<file path="config.mk">
export PLATFORM = sky130hd
export DESIGN_NAME = dozen_packer
export DESIGN_NICKNAME = d
export VERILOG_FILES = /design/src/rtl/dozen_pkg.sv /design/src/rtl/dozen_fifo.sv /design/src/rtl/dozen_packer.sv
export SDC_FILE = /design/constraint.sdc
export NUM_CORES = 1
export LEC_CHECK = 0
export BUFFER_PORTS_ARGS = -buffer_cell sky130_fd_sc_hd__buf_4
export CAP_MARGIN = 20
export CORE_UTILIZATION = 50
export DETAILED_ROUTE_END_ITERATION = 7
export GPL_TIMING_DRIVEN = 0
export MAX_ROUTING_LAYER = met4
export PLACE_DENSITY = 0.8
export SLEW_MARGIN = 20
export SYNTH_ARGS = -nofsm -noshare
export SYNTH_HDL_FRONTEND = slang
export SYNTH_SLANG_ARGS = --single-unit
</file>
<file path="constraint.sdc">
create_clock -name clk -period 5.9 [get_ports clk]
set_input_delay 0.59 -clock clk [delete_from_list [all_inputs] [get_ports clk]]
set_output_delay 0.59 -clock clk [all_outputs]
set_load 0.05 [all_outputs]
</file>
<file path="src/rtl/dozen_pkg.sv">
// Shared definitions for the camera dozen path: widths, the packer state
// encoding and the FIFO entry layout ({meta flag, 12-bit dozen}).
// Used by dozen_packer and dozen_fifo (and reusable by dozen_buffer).
package dozen_pkg;

  localparam int DOZEN_W = 12;
  localparam int BYTE_W  = 8;

  typedef enum logic [1:0] {
    IDLE  = 2'd0,
    META  = 2'd1,
    PIXEL = 2'd2,
    FLUSH = 2'd3
  } state_e;

  typedef struct packed {
    logic               meta;
    logic [DOZEN_W-1:0] dozen;
  } fifo_entry_t;

endpackage

</file>
<file path="src/rtl/dozen_fifo.sv">
// Synchronous FIFO of {meta, dozen} entries; head is a registered entry, no fall-through.
// Latency: a push at edge n is visible at the head after edge n.
// Backpressure: pushes while full are dropped unless a pop happens the same cycle.
// Ports: push_i/push_dat_i write side, pop_i read request (ignored when empty),
//        head_dat_o/empty_o/full_o status toward the consumer.
module dozen_fifo
  import dozen_pkg::*;
#(
  parameter int DEPTH = 4
) (
  input  logic        clk,
  input  logic        rst_n,
  input  logic        push_i,
  input  fifo_entry_t push_dat_i,
  input  logic        pop_i,
  output fifo_entry_t head_dat_o,
  output logic        empty_o,
  output logic        full_o
);

  localparam int AW = $clog2(DEPTH);

  fifo_entry_t   mem_q [DEPTH];
  logic [AW-1:0] wr_ptr_q, rd_ptr_q;
  logic [AW:0]   cnt_q;
  logic          do_push, do_pop;

  assign empty_o    = (cnt_q == '0);
  assign full_o     = (cnt_q == (AW+1)'(DEPTH));
  assign head_dat_o = mem_q[rd_ptr_q];

  // A pop frees the slot this cycle, so a full FIFO still takes the push.
  assign do_pop  = pop_i && !empty_o;
  assign do_push = push_i && (!full_o || do_pop);

  always_ff @(posedge clk) begin
    if (!rst_n) begin
      for (int i = 0; i < DEPTH; i++) mem_q[i] <= '0;
      wr_ptr_q <= '0;
      rd_ptr_q <= '0;
      cnt_q    <= '0;
    end else begin
      if (do_push) begin
        mem_q[wr_ptr_q] <= push_dat_i;
        wr_ptr_q        <= wr_ptr_q + 1'b1;
      end
      if (do_pop) rd_ptr_q <= rd_ptr_q + 1'b1;
      cnt_q <= cnt_q + (AW+1)'(do_push) - (AW+1)'(do_pop);
    end
  end

endmodule

</file>
<file path="src/rtl/dozen_packer.sv">
// Packs the 8-bit camera byte stream into 12-bit dozens (3 bytes -> 2 dozens),
// tagging each as header (first META_BYTES bytes of a frame) or pixel data.
// Latency: a dozen completed by the byte at edge n is at the FIFO head after edge n.
// Backpressure: none toward the camera; dozens written into a full FIFO are lost (overflow_err).
// Ports: cam_* / frame_* byte input, dozen_* valid/ready output, sticky overflow_err/frame_err
//        cleared by err_clr. Optional DOZEN_PACKER_STATS_EN adds frame_dozen_count.
module dozen_packer
  import dozen_pkg::*;
#(
  parameter int META_BYTES = 6,
  parameter int FIFO_DEPTH = 4,
  parameter int CNT_W      = 16
) (
  input  logic               clk,
  input  logic               rst_n,
  input  logic [BYTE_W-1:0]  cam_data,
  input  logic               cam_byte_valid,
  input  logic               frame_start,
  input  logic               frame_end,
  output logic [DOZEN_W-1:0] dozen_out,
  output logic               dozen_valid,
  input  logic               dozen_ready,
  output logic               metadata_out_flag,
  output logic               pixel_data_out_flag,
  output logic               overflow_err,
  output logic               frame_err,
  input  logic               err_clr
`ifdef DOZEN_PACKER_STATS_EN
  ,
  output logic [CNT_W-1:0]   frame_dozen_count
`endif
);

  localparam int CW = (META_BYTES > 0) ? $clog2(META_BYTES + 1) : 1;

  state_e            state_q, state_d, st_eff;
  logic [1:0]        phase_q, phase_d, ph_eff;
  logic [CW-1:0]     cnt_q, cnt_d, cnt_eff;
  logic [BYTE_W-1:0] hold_q, hold_d;       // last accepted byte of the open group
  logic              grp_meta_q, grp_meta_d;
  logic              take, push, ovf_set, ferr_set;
  fifo_entry_t       push_ent, head;
  logic              fifo_empty, fifo_full;

  always_comb begin
    // frame_start restarts the frame before the same-cycle byte is looked at,
    // so that byte becomes byte 0 of the new frame.
    st_eff  = state_q;
    ph_eff  = phase_q;
    cnt_eff = cnt_q;
    if (frame_start) begin
      st_eff  = (META_BYTES == 0) ? PIXEL : META;
      ph_eff  = 2'd0;
      cnt_eff = '0;
    end

    take     = cam_byte_valid && (st_eff == META || st_eff == PIXEL);
    push     = 1'b0;
    push_ent = '0;
    state_d    = st_eff;
    phase_d    = ph_eff;
    cnt_d      = cnt_eff;
    hold_d     = hold_q;
    grp_meta_d = grp_meta_q;

    if (take) begin
      push_ent.meta = (st_eff == META);
      case (ph_eff)
        2'd1: begin push = 1'b1; push_ent.dozen = {hold_q, cam_data[7:4]}; end
        2'd2: begin push = 1'b1; push_ent.dozen = {hold_q[3:0], cam_data}; end
        default: ;
      endcase
      hold_d     = cam_data;
      grp_meta_d = (st_eff == META);
      phase_d    = (ph_eff == 2'd2) ? 2'd0 : ph_eff + 2'd1;
      if (cnt_eff != CW'(META_BYTES)) cnt_d = cnt_eff + 1'b1;
      if (st_eff == META && cnt_eff == CW'(META_BYTES - 1)) state_d = PIXEL;
      if (frame_end) state_d = FLUSH;
    end else if (st_eff == FLUSH) begin
      // Zero-pad the open group; only reached when no frame_start arrived.
      push_ent.meta = grp_meta_q;
      case (ph_eff)
        2'd1: begin push = 1'b1; push_ent.dozen = {hold_q, 4'h0}; end
        2'd2: begin push = 1'b1; push_ent.dozen = {hold_q[3:0], 8'h00}; end
        default: ;
      endcase
      state_d = IDLE;
      phase_d = 2'd0;
      cnt_d   = '0;
    end

    ferr_set = frame_start && (state_q != IDLE);
    ovf_set  = (push && fifo_full && !dozen_ready) ||
               (cam_byte_valid && st_eff == FLUSH);
  end

  always_ff @(posedge clk) begin
    if (!rst_n) begin
      state_q      <= IDLE;
      phase_q      <= 2'd0;
      cnt_q        <= '0;
      hold_q       <= '0;
      grp_meta_q   <= 1'b0;
      overflow_err <= 1'b0;
      frame_err    <= 1'b0;
    end else begin
      state_q    <= state_d;
      phase_q    <= phase_d;
      cnt_q      <= cnt_d;
      hold_q     <= hold_d;
      grp_meta_q <= grp_meta_d;
      // Clear wins over a same-cycle set.
      if (err_clr) begin
        overflow_err <= 1'b0;
        frame_err    <= 1'b0;
      end else begin
        overflow_err <= overflow_err | ovf_set;
        frame_err    <= frame_err | ferr_set;
      end
    end
  end

  dozen_fifo #(.DEPTH(FIFO_DEPTH)) u_fifo (
    .clk       (clk),
    .rst_n     (rst_n),
    .push_i    (push),
    .push_dat_i(push_ent),
    .pop_i     (dozen_ready),
    .head_dat_o(head),
    .empty_o   (fifo_empty),
    .full_o    (fifo_full)
  );

  assign dozen_out           = head.dozen;
  assign dozen_valid         = !fifo_empty;
  assign metadata_out_flag   = !fifo_empty && head.meta;
  assign pixel_data_out_flag = !fifo_empty && !head.meta;

`ifdef DOZEN_PACKER_STATS_EN
  // Counts write attempts (including dropped and flush writes) per frame.
  logic [CNT_W-1:0] stat_q, stat_base, stat_d;

  always_comb begin
    stat_base = frame_start ? '0 : stat_q;
    stat_d    = (push && !(&stat_base)) ? stat_base + 1'b1 : stat_base;
  end

  always_ff @(posedge clk) begin
    if (!rst_n) begin
      stat_q            <= '0;
      frame_dozen_count <= '0;
    end else begin
      stat_q <= stat_d;
      if (state_q == FLUSH && !frame_start) frame_dozen_count <= stat_d;
    end
  end
`endif

endmodule
</file>
# ---- Yosys cells after proc, flatten, opt, wreduce, memory -nomap -nowiden
# Memory sizes are Yosys's and may differ from the RTL's. A register that Yosys moved wholly into a read port is not among the register bits.
# Cells that the tools add are included.
dict set report totals {
  regBits 25
  latchBits 0
  mem_bits_rw 52
  romBits 0
  output_inout_bits 17
  mem_count 1
}
dict set report classes {
  n_addsub 6
  mul 0
  div_mod_pow 0
  magnitude_cmp 0
  n_eq_ne 8
  shift 0
  n_mux 29
  n_bitwise 3
  n_reduce_logical 22
}
# memory depth word_bits rd rd_ports_with_merged_regs wr line_no
set mem_list {}
lappend mem_list {u_fifo.mem_q 4 13 1 1 4 dozen_fifo.sv:23} ;# fifo_entry_t mem_q [DEPTH];
# op count
set op_table {}
lappend op_table {{$pmux 12 s2} 2}
lappend op_table {{$mux 13} 3}
lappend op_table {{$mux 2} 12}
lappend op_table {{$reduce_or 13->1} 1}
lappend op_table {{$mux 3} 4}
lappend op_table {{$logic_and 1x1->1} 10}
lappend op_table {{$mux 1} 8}
lappend op_table {{$add 2x1->2 const B} 3}
lappend op_table {{$eq 2x2->1 const B} 3}
lappend op_table {{$eq 3x3->1 const B} 2}
lappend op_table {{$eq 2x1->1 const B} 2}
lappend op_table {{$logic_not 1->1} 4}
lappend op_table {{$reduce_or 2->1} 2}
lappend op_table {{$add 3x1->3} 1}
lappend op_table {{$add 3x1->3 const B} 1}
lappend op_table {{$logic_not 3->1} 1}
lappend op_table {{$logic_or 1x1->1} 3}
lappend op_table {{$ne 3x3->1 const B} 1}
lappend op_table {{$sub 3x1->3} 1}
lappend op_table {{$or 1x1->1} 2}
lappend op_table {{$reduce_bool 2->1} 1}
lappend op_table {{$not 1->1} 1}

# ---- Logic depth before layout (Yosys ltp)
# Gate-level depths: netlist of run 1.
dict set report logic_depth {
  depth_word 12
  depth_mapped 14
}

# ---- Cells and area by module
# Synthesis of run 1 repeated with hierarchy kept, for this count alone.
dict set report hier_totals {
  hier_cells 325
  hier_area_um2 3960.0
}
# mod instances cells_per_inst area_each_um2
set by_module_without_submodules {}
lappend by_module_without_submodules {dozen_fifo 1 173 2721.4}
lappend by_module_without_submodules {dozen_packer 1 152 1238.7}

# ---- Worst setup path after synthesis of run 1
# Ideal clock, no wire load.
dict set report synth_timing {
  path_kind {input -> register}
  start {input port frame_start}
  end {memory u_fifo.mem_q[0][0] (netlist name) (enable)}
  setup_time_ns 0.401
  t_arrival_ns 2.839
  slack_ns 2.660
  path_stages 8
  path_cell_list {clkbuf_1 > nand2b_1 > inv_1 > ha_1 > and2b_1 > buf_2 > o211ai_2 > o21ai_0}
}
# element line_no
set synth_lines {}
lappend synth_lines {{from (decl)} dozen_packer.sv:18} ;# input logic frame_start,
lappend synth_lines {{to (decl)} dozen_fifo.sv:23}

# ---- Worst setup path in the final report of run 1
dict set report layout_timing {
  start {input port frame_start}
  end {register u_fifo.cnt_q[2]}
}
dict set report layout_via {
  elab_chain_cells 9
  word_cells_on_any_way 16
  classes_between {add/sub: 2; eq/ne: 5; mux: 5; reduce/logical: 4}
}
# element line_no
set layout_lines {}
lappend layout_lines {{$mux 2} dozen_packer.sv:51} ;# if (frame_start) begin
lappend layout_lines {{$eq 2x2->1 or $eq 2x1->1 (tied branches)} {dozen_packer.sv:68, dozen_packer.sv:82}}
lappend layout_lines {{$reduce_or 2->1 (no source line)} n/a}
lappend layout_lines {{$mux 1} {dozen_packer.sv:68, dozen_packer.sv:82}}
lappend layout_lines {{$mux 1} dozen_packer.sv:79} ;# end else if (st_eff == FLUSH) begin
lappend layout_lines {{$mux 1 *} dozen_packer.sv:66} ;# if (take) begin
lappend layout_lines {{$logic_and 1x1->1 *} dozen_fifo.sv:34} ;# assign do_push = push_i && (!full_o || do_pop);
lappend layout_lines {{$add 3x1->3 *} dozen_fifo.sv:48} ;# cnt_q <= cnt_q + (AW+1)'(do_push) - (AW+1)'(do_pop);
lappend layout_lines {{$sub 3x1->3 *} dozen_fifo.sv:48}
lappend layout_lines {{to (signal assigned)} dozen_fifo.sv:48}
lappend layout_lines {{to (decl)} dozen_fifo.sv:25} ;# logic [AW:0] cnt_q;
# Every way passes the cells marked *; elsewhere a longest branch is shown, timed or not.
# A chain may end at the register's enable or synchronous reset.

==> results of run 1 <==
-- worst paths after layout --
| kind | end | cells past startpoint |
|---|---|---|
| setup / recovery | u_fifo.cnt_q[2] | 15 |
| hold / removal | frame_err | 2 |
| setup reg to reg | u_fifo.cnt_q[2] | 13 |
| hold reg to reg | frame_err | 2 |
-- layout by cell type (no fill, tap or decap), types with 3 or more instances in the layout --
cell,instances
edfxtp_1,52
buf_4,33
nor2_1,32
dfxtp_1,27
nor3_1,26
nand2_1,25
inv_1,15
mux4_2,13
ha_1,12
a21boi_0,10
clkbuf_1,9
nand2b_1,9
clkbuf_8,9
nor2b_1,8
a22oi_1,8
o21ai_0,7
a21oi_1,7
buf_2,6
and2_1,6
a32oi_1,4
o21ai_2,4
xnor2_1,4
buf_6,3
inv_6,3
-- per-layer routing --
layer,vias to the layer above,wire (µm),track usage [%]
met5,-,0,-
met4,0,157,11.58
met1,1215,3287,27.05
li1,1244,-,-
met2,75,4035,35.73
met3,16,372,4.478
-- layout make-up --
cell class                      count  area share, %
Buffer                             21          2.674
Sequential cell                    79          48.30
Multi-Input combinational cell    203          34.24
Clock inverter                      7          2.358
Clock buffer                        9          2.846
Tap cell                           99          2.846
Inverter                           16          1.380
Timing Repair Buffer               31          5.348
-- registers in the layout, indices dropped and copies added (netlist names), named ones only --
signal           count
u_fifo.mem_q        52
hold_q               8
cnt_q                3
u_fifo.cnt_q         3
phase_q              2
state_q              2
u_fifo.rd_ptr_q      2
u_fifo.wr_ptr_q      2
frame_err            1
grp_meta_q           1
overflow_err         1
-- report_power, final --
part / leakage [nW] / internal, mW / switching, mW
Clock: 0.117 / 0.245 / 0.217
Sequential: 0.758 / 0.627 / 0.0346
Combinational: 0.675 / 0.182 / 0.286
-- synth_stat cells (all sizes together) (2+ instances only) --
master and instances:
a21boi 10, a21oi 7, a22oi 8, a31oi 2, a32oi 4, and2 6, buf 12, clkbuf 9
dfxtp 27, edfxtp 52, ha 12, inv 16, mux4 13, nand2 25, nand2b 9, nand3 2
nand4b 2, nor2 32, nor2b 8, nor3 26, o2111ai 2, o211ai 3, o21a 2, o21ai 11
xnor2 4
-- metrics by stage --
stage	utilization [%]	cells
4_1_cts	60.00	465
2_1_floorplan	-	319
3_5_place_dp	56.87	449
6_report	60.00	465
3_3_place_gp	56.67	449
5_1_grt	60.00	465
-- worst max-delay path, stage by stage --
cell and delay, ns:
buf_4 0.08, clkbuf_1 0.29, nand2b_1 0.19, inv_1 0.08, ha_1 0.34, and2b_1 0.25
buf_2 0.25, o211ai_2 0.17, inv_2 0.11, ha_1 0.14, inv_1 0.05, fa_1 0.37
xnor2_1 0.15, xnor2_1 0.13, and2_1 0.15
-- kinds of logic after synthesis --
family	count (synthesis)
compound gates	55
simple gates	117
buf+inv	37
xor+xnor	4
mux	14
fa+ha+maj	13
flops	79
==> results.cfg, run 1 <==
[status]
status = complete, no violations

[cts]
post_cts.repair.setup_buffers = 0
insertion_delay_ns = 0.36
cts_max_level = 3
cts_hold_buf = 0
cts_resized = 0
cts-buffers-inserted = 9
clk_root_buffer_cell = clkbuf_8
cts.clk_slew.worst_paths_ns = 0.09
cts.sinks = 79
cts_tree = built
cts_buffer_depth = 2

[sta]
whs_ns = 0.4599
timing.final.hold_violations = 0
clock_skew_ns = 0.008577
slew_viol_final = 0
final.min_clock_period_ns = 3.072
setup_viol_count_final = 0
finalSetupTns_ns = 0
period_share_pct = 52.07
worst_slew_pin_slew_ns = 0.8154
relSlewSlack_pct = 45.63
rsz0062_at_grt = no
max_freq_ghz = 0.3255
fin_ws_ns = 2.828

[global_route]
grt_overflow_total = 0
grt_pass1_wl_um = 12250
grt_max_degree = 16
grt_antenna_before_repair = 0
grtUsageTotal_pct = 22.42
grt_pass1_vias = 2471

[route]
vias_per_cell = 5.484
vias = 2550
wl_um = 7852
drt_iter0_markers = 179
dr.pass1.iters = 4
ant_nets = 0
wl_per_cell_um = 16.89
drc = 0

[place]
dpl.hpwl_um = 5469
gp_congestion = 0.8443
port_buffers = 31
dpl_cell_area_um2 = 4125
dp_slack_ns = 2.472

[layout]
nFillCells = 604
design_area_um2 = 4352
regArea_um2 = 2102
multiInputGateArea_um2 = 1490
n_antenna_cell = 0
layout-drive-gt1-share_pct = 22.13
finalNetCount = 389
syn2layout_area_growth_pct = 15.93

[power]
ir_worst_vdd_mv = 0.1519
power.total_mw = 1.592
p_per_area_nw_per_um2 = 365.8
leakagePower_nw = 1.550

[logic_synthesis]
ys_types = 46
synth.largest_area_cell = edfxtp_1
synthesis.nets = 347
synth-main-ff-cell = edfxtp_1
synth.area.top_cells = edfxtp_1 42%, dfxtp_1 14%, mux4_2 7.8%
ys_ff_latch = 79
synthCells = 319
async_flop_share_pct = 0
synth_top_family_by_area = simple AND/OR/NAND/NOR gates
synthMuxAreaShare_pct = 8.067
syn_area_per_cell_um2 = 11.77
synth_edf_count = 52
synthSimpleGateAreaFrac_pct = 15.43
synth_compound_area_share_pct = 10.33
ys_seq_area_share_pct = 56.00
synth_xor_area_share_pct = 0.9333
netlist_area_um2 = 3754
synthAdderAreaFrac_pct = 4.533
yosys_warnings = 0
yosys.area.top_type_share_pct = 41.60

[worst_setup_path]
worst-r2r-setup-slack_ns = 3.20
startpoint = frame_start
reg2reg_from = state_q[1]
critPathArrivalTime_ns = 3.34
required_ns = 6.17
cp_max_fo = 10
cp-end-kind = flop
crit_type = in2reg
startpoint_type = input port

[job]
maxCapViolations = 0

[min_path]
hold_start = frame_err
hp-class = reg2reg

[floorplan]
rows = 31
io_pins = 32
fp.coreArea_um2 = 7253
dieWidth_um = 88.65
dieArea_um2 = 7858
die_y_um = 88.65
start_util_pct = 51.75
No activity file was read; power rests on OpenSTA's default activity.
==> run 2: changes to the inputs <==
Settings changed: ABC_AREA set to 1.
Clock period 5.9 ns to 2.9 ns, I/O delays scaled along.
==> results.cfg, run 2 <==
[sta]
timing.final.hold_violations = 0
max_freq_ghz = 0.3797
slew_viol_final = 0
final.min_clock_period_ns = 2.634
whs_ns = 0.2028
clock_skew_ns = 0.007321
setup_viol_count_final = 0
rsz0062_at_grt = no
relSlewSlack_pct = 54.29
fin_ws_ns = 0.2662
finalSetupTns_ns = 0
period_share_pct = 90.82
worst_slew_pin_slew_ns = 0.6840

[logic_synthesis]
syn_area_per_cell_um2 = 8.862
synth_compound_area_share_pct = 10.71
synthTopCellsByCount = 75 x nor2_1, 70 x nand2_1, 52 x edfxtp_1
synthesis.nets = 451
synthSimpleGateAreaFrac_pct = 21.19
synthMuxAreaShare_pct = 0
synth.largest_area_cell = edfxtp_1
synthAdderAreaFrac_pct = 4.539
synth_top_family_by_area = simple AND/OR/NAND/NOR gates
synth-main-ff-cell = edfxtp_1
synth_edf_count = 52
yosys_warnings = 0
async_flop_share_pct = 0
ys_seq_area_share_pct = 56.07
netlist_area_um2 = 3749
synth.area.top_cells = edfxtp_1 42%, dfxtp_1 14%, nor2_1 7.5%
synth_most_common_cell = nor2_1
yosys.area.top_type_share_pct = 41.66
ys_types = 27
synthCells = 423
ys_ff_latch = 79
synth_xor_area_share_pct = 0.2336

[min_path]
hp-class = in2reg
min_path_cells = 3

[route]
ant_nets = 0
wl_um = 8080
drt_iter0_markers = 163
vias = 2972
highest_layer = met4
drc = 0
wl_met1_um = 3576
route.met3.wl_um = 428
vias_per_cell = 5.223
wl_per_cell_um = 14.20
dr.pass1.iters = 4
wl_met2_um = 3885

[cts]
cts_max_level = 3
cts_resized = 0
insertion_delay_ns = 0.36
clk_root_buffer_cell = clkbuf_8
post_cts.repair.setup_buffers = 0
cts-buffers-inserted = 9
cts.clk_slew.worst_paths_ns = 0.09
cts_hold_buf = 0
cts.sinks = 79
cts_buffer_depth = 2
cts_tree = built

[worst_setup_path]
critPathTopFamily = simple AND/OR/NAND/NOR gates
startpoint_type = flop
critPathMaxStageDelay_ns = 0.50
required_ns = 2.90
path_cells = nand2_1, inv_1, ha_1, inv_2, nand2_2, nand2_2, nand2_2, nor2_8, nand4_2, buf_2, nand2_1
cp_num_cells = 11
path_buf_inv = 3
path_common_cell = nand2_2
cp-end-kind = flop
cp_max_fo = 13
slowest_stage = nand2_1
crit_type = reg2reg
reg2reg_depth = 11
critPathArrivalTime_ns = 2.63

[layout]
instances_no_fill = 569
finalNetCount = 493
n_antenna_cell = 0
syn2layout_area_growth_pct = 14.95
largest_reg_flops = 52
reg_top3 = u_fifo.mem_q: 52 flops, hold_q: 8 flops
design_area_um2 = 4309
layout-drive-gt1-share_pct = 14.47
mostFrequentLayoutCell = nor2_1
final_core_util_pct = 59.41
final_cell_mix = 75 x nor2_1, 70 x nand2_1, 52 x edfxtp_1
largest-register = u_fifo.mem_q

[floorplan]
io_pins = 32
fp.coreArea_um2 = 7253
dieWidth_um = 88.59
dieArea_um2 = 7847
die_y_um = 88.59
start_util_pct = 51.68
rows = 31

[global_route]
grtUsageTotal_pct = 23.47
grt_pass1_vias = 2844
grt_pass1_wl_um = 13070
grt_overflow_total = 0
grt_max_degree = 16
grt_antenna_before_repair = 0

[status]
status = complete, no violations

[power]
p_per_area_nw_per_um2 = 758.4
leakagePower_nw = 1.752
ir_worst_vdd_mv = 0.3114
power.total_mw = 3.268
switching_share_pct = 39.06
combPwrFrac_pct = 34.0
p_int_mw = 1.992
clkPwrFrac_pct = 25.9
p_switching_mw = 1.276
seq_power_share_pct = 40.0

[place]
dpl.hpwl_um = 5747
port_buffers = 31
dp_slack_ns = 0.06538
dp_cells = 553
dpl_cell_area_um2 = 4105
gp_congestion = 0.9004

[job]
maxCapViolations = 0
-- run 2: cell count changes in the layout (fill, tap and decap cells not counted), sizes merged, moves of 8 or more --
cell    previous run  this run
a21boi            10         0
a21oi              7        23
a22oi              8         0
inv               20        52
mux4              13         0
nand2             25        73
nand2b             9         0
nand3              2        26
nor2              32        77
nor2b              8         0
nor3              26         4
o21ai             11        38
o22ai              1        12
-- run 2: cells by family after synthesis --
| family | count (synthesis) |
|---|---|
| simple gates | 185 |
| flops | 79 |
| compound gates | 76 |
| buf+inv | 69 |
| fa+ha+maj | 13 |
| xor+xnor | 1 |
-- run 2: tightest hold or removal path, delay by kind of cell --
kind,cells,cell delay (ns)
AOI/OAI and AO/OA,1,0.05
and+or+nand+nor,1,0.06
buffers and inverters,1,0.12
-- run 2: per-layer routing --
metal	global-route usage, %	up-vias
met3	5.690	18
met4	9.384	0
met1	27.85	1381
met2	38.46	95
met5	-	-
li1	-	1478
-- run 2: path summary, 6_finish.rpt --
| path | start | to | slack, ns |
|---|---|---|---|
| min | cam_data[6] | hold_q[6] | 0.20 |
| min reg2reg | frame_err | frame_err | 0.46 |
| max reg2reg | state_q[1] | u_fifo.mem_q[0][2] | 0.27 |
| max | state_q[1] | u_fifo.mem_q[0][2] | 0.27 |
-- run 2: layout make-up --
type                    instances  area, µm²
plain buffers                  18      80.08
clock buffers                   9      123.9
clock inverters                 7      80.08
fillers                       658       2944
inverters                      51      191.4
multi-input cells             275       1375
flip-flops and latches         79       2102
well taps                      99      123.9
repair buffers                 31      232.7
-- run 2: power by group through the flow --
stage	clock network, mW	logic [mW]	registers (mW)
floorplan	0	0.793	1.33
global placement	0	1.08	1.33
detailed placement	0	1.12	1.33
CTS	0.848	1.12	1.31
global route	0.886	1.22	1.32
finish	0.848	1.11	1.31
==> run 3: changes to the inputs <==
--- a/config.mk
+++ b/config.mk
@@ -10,7 +10,8 @@
 export CAP_MARGIN = 20
-export CORE_UTILIZATION = 50
+export CORE_UTILIZATION = 30
 export DETAILED_ROUTE_END_ITERATION = 7
 export GPL_TIMING_DRIVEN = 0
+export HOLD_SLACK_MARGIN = 0.02
 export MAX_ROUTING_LAYER = met4
-export PLACE_DENSITY = 0.8
+export PLACE_DENSITY = 0.57
 export SLEW_MARGIN = 20
--- a/constraint.sdc
+++ b/constraint.sdc
@@ -3,2 +3,2 @@
 set_output_delay 0.29 -clock clk [all_outputs]
-set_load 0.05 [all_outputs]
+set_load 0.1 [all_outputs]
==> results.cfg, run 3 (synthesis results as in run 2) <==
[cts]
cts_resized = 0
clk_root_buffer_cell = clkbuf_16
cts_buffer_depth = 2
cts_hold_buf = 0
post_cts.repair.setup_buffers = 0
cts-buffers-inserted = 9
cts.sinks = 79
cts_max_level = 3
cts_tree = built
insertion_delay_ns = 0.33
cts.clk_slew.worst_paths_ns = 0.06

[layout]
mostFrequentLayoutCell = nor2_1
finalNetCount = 493
layout-drive-gt1-share_pct = 14.89
syn2layout_area_growth_pct = 19.79
n_antenna_cell = 0
largest_reg_flops = 52
instances_no_fill = 638
largest-register = u_fifo.mem_q
nFillCells = 1273
final_cell_mix = 74 x nor2_1, 70 x nand2_1, 52 x edfxtp_1
final_core_util_pct = 37.08
design_area_um2 = 4491
reg_top3 = u_fifo.mem_q: 52 flops, hold_q: 8 flops

[route]
wl_per_cell_um = 13.31
drt_iter0_markers = 165
vias = 2912
vias_per_cell = 4.564
wl_um = 8493
dr.pass1.iters = 4
ant_nets = 0
drc = 0

[sta]
worst_slew_pin_slew_ns = 0.6799
rsz0062_at_grt = no
period_share_pct = 92.28
clock_skew_ns = 0.009829
max_freq_ghz = 0.3737
slew_viol_final = 0
finalSetupTns_ns = 0
setup_viol_count_final = 0
timing.final.hold_violations = 0
relSlewSlack_pct = 54.56
final.min_clock_period_ns = 2.676

[power]
p_int_mw = 2.186
p_switching_mw = 1.740
switching_share_pct = 44.32
leakagePower_nw = 1.795
p_per_area_nw_per_um2 = 874.4
ir_worst_vdd_mv = 0.3164
seq_power_share_pct = 33.3
power.total_mw = 3.927
combPwrFrac_pct = 39.1
clkPwrFrac_pct = 27.6

[place]
dpl.hpwl_um = 6154
dp_cells = 622
gp_congestion = 0.8230
port_buffers = 31
dpl_cell_area_um2 = 4198

[floorplan]
dieWidth_um = 113.8
rows = 40
die_y_um = 113.8
dieArea_um2 = 12950
fp.coreArea_um2 = 12110
start_util_pct = 30.95
io_pins = 32

[min_path]
worstHoldEndpoint = frame_err
hp-class = in2reg
min_path_cells = 3
hold_start = err_clr

[global_route]
grt_pass1_wl_um = 13830
grt_antenna_before_repair = 0
grt_max_degree = 17
grt_pass1_vias = 2821
grt_overflow_total = 0
grtUsageTotal_pct = 14.58

[worst_setup_path]
r2r-end = u_fifo.mem_q[0][7]
cp-end-kind = flop
reg2reg_from = state_q[1]
critPathTopFamily = simple AND/OR/NAND/NOR gates
worst-r2r-setup-slack_ns = 0.22
critPathArrivalTime_ns = 2.64
startpoint_type = flop
path_cells = nand2_1, inv_1, ha_1, inv_2, nand2_2, nand2_2, nand2_2, nor2_8, nand4_2, buf_2, nand2_1
path_common_cell = nand2_2
required_ns = 2.86
slowest_stage = nand2_1
crit_type = reg2reg
path_buf_inv = 3
reg2reg_depth = 11
critPathMaxStageDelay_ns = 0.51
cp_max_fo = 13

[job]
maxCapViolations = 0

[status]
status = complete, no violations
==> run 3: cell count changes in the layout (fill, tap and decap cells not counted), sizes merged <==
cell      change
bufinv        -1
clkinv        +2
clkinvlp      -1
==> run 3: stage by stage <==
step / setup slack, ns / hold slack (ns)
floorplan: 0.06229 / 0.4330
finish: 0.2239 / 0.2089
global placement: 0.03240 / 0.4425
CTS: 0.2008 / 0.2034
global route: 0.01227 / 0.2216
detailed placement: -0.01723 / 0.4462
==> run 3: power by group through the flow <==
stage | registers (mW) | clock network [mW] | logic, mW
floorplan | 1.33 | 0 | 1.21
global placement | 1.33 | 0 | 1.53
detailed placement | 1.33 | 0 | 1.55
CTS | 1.31 | 1.10 | 1.55
global route | 1.32 | 1.16 | 1.63
finish | 1.31 | 1.08 | 1.53
==> run 3: per-layer routing <==
layer	vias to the layer above	share of wire (%)	track usage, %
li1	1492	-	-
met1	1357	47	18.72
met2	59	47	22.64
met3	4	4.8	2.710
met4	0	1.0	6.234
met5	-	0	-
==> run 3: worst register-to-register path, delay by kind of cell (launching register included) <==
kind,cells,cell delay [ns]
flops,1,0.31
simple gates,7,1.30
fa+ha+maj,1,0.31
buf+inv,3,0.39
==> run 3: cell type report <==
class	instances	area (µm²)	area share, %
plain buffers	18	80.08	1.783
clock buffers	9	225.2	5.015
flip-flops and latches	79	2102	46.81
clock inverters	7	67.56	1.505
repair buffers	31	232.7	5.182
multi-input cells	275	1381	30.76
well taps	168	210.2	4.681
inverters	51	191.4	4.263
==> run 3: worst max-delay path by stage <==
| stage | start | end | depth (start not counted) | slack [ns] |
|---|---|---|---|---|
| 6_report | state_q[1] | u_fifo.mem_q[0][7] | 11 | 0.22 |
| 5_1_grt | state_q[1] | u_fifo.mem_q[0][7] | 11 | 0.01 |
| 4_1_cts | state_q[1] | u_fifo.mem_q[0][2] | 11 | 0.20 |
| 3_5_place_dp | frame_start | u_fifo.mem_q[0][9] | 13 | -0.02 |
| 3_3_place_gp | frame_start | u_fifo.mem_q[0][8] | 13 | 0.03 |
| 2_1_floorplan | u_fifo.cnt_q[1] | u_fifo.cnt_q[2] | 11 | 0.06 |
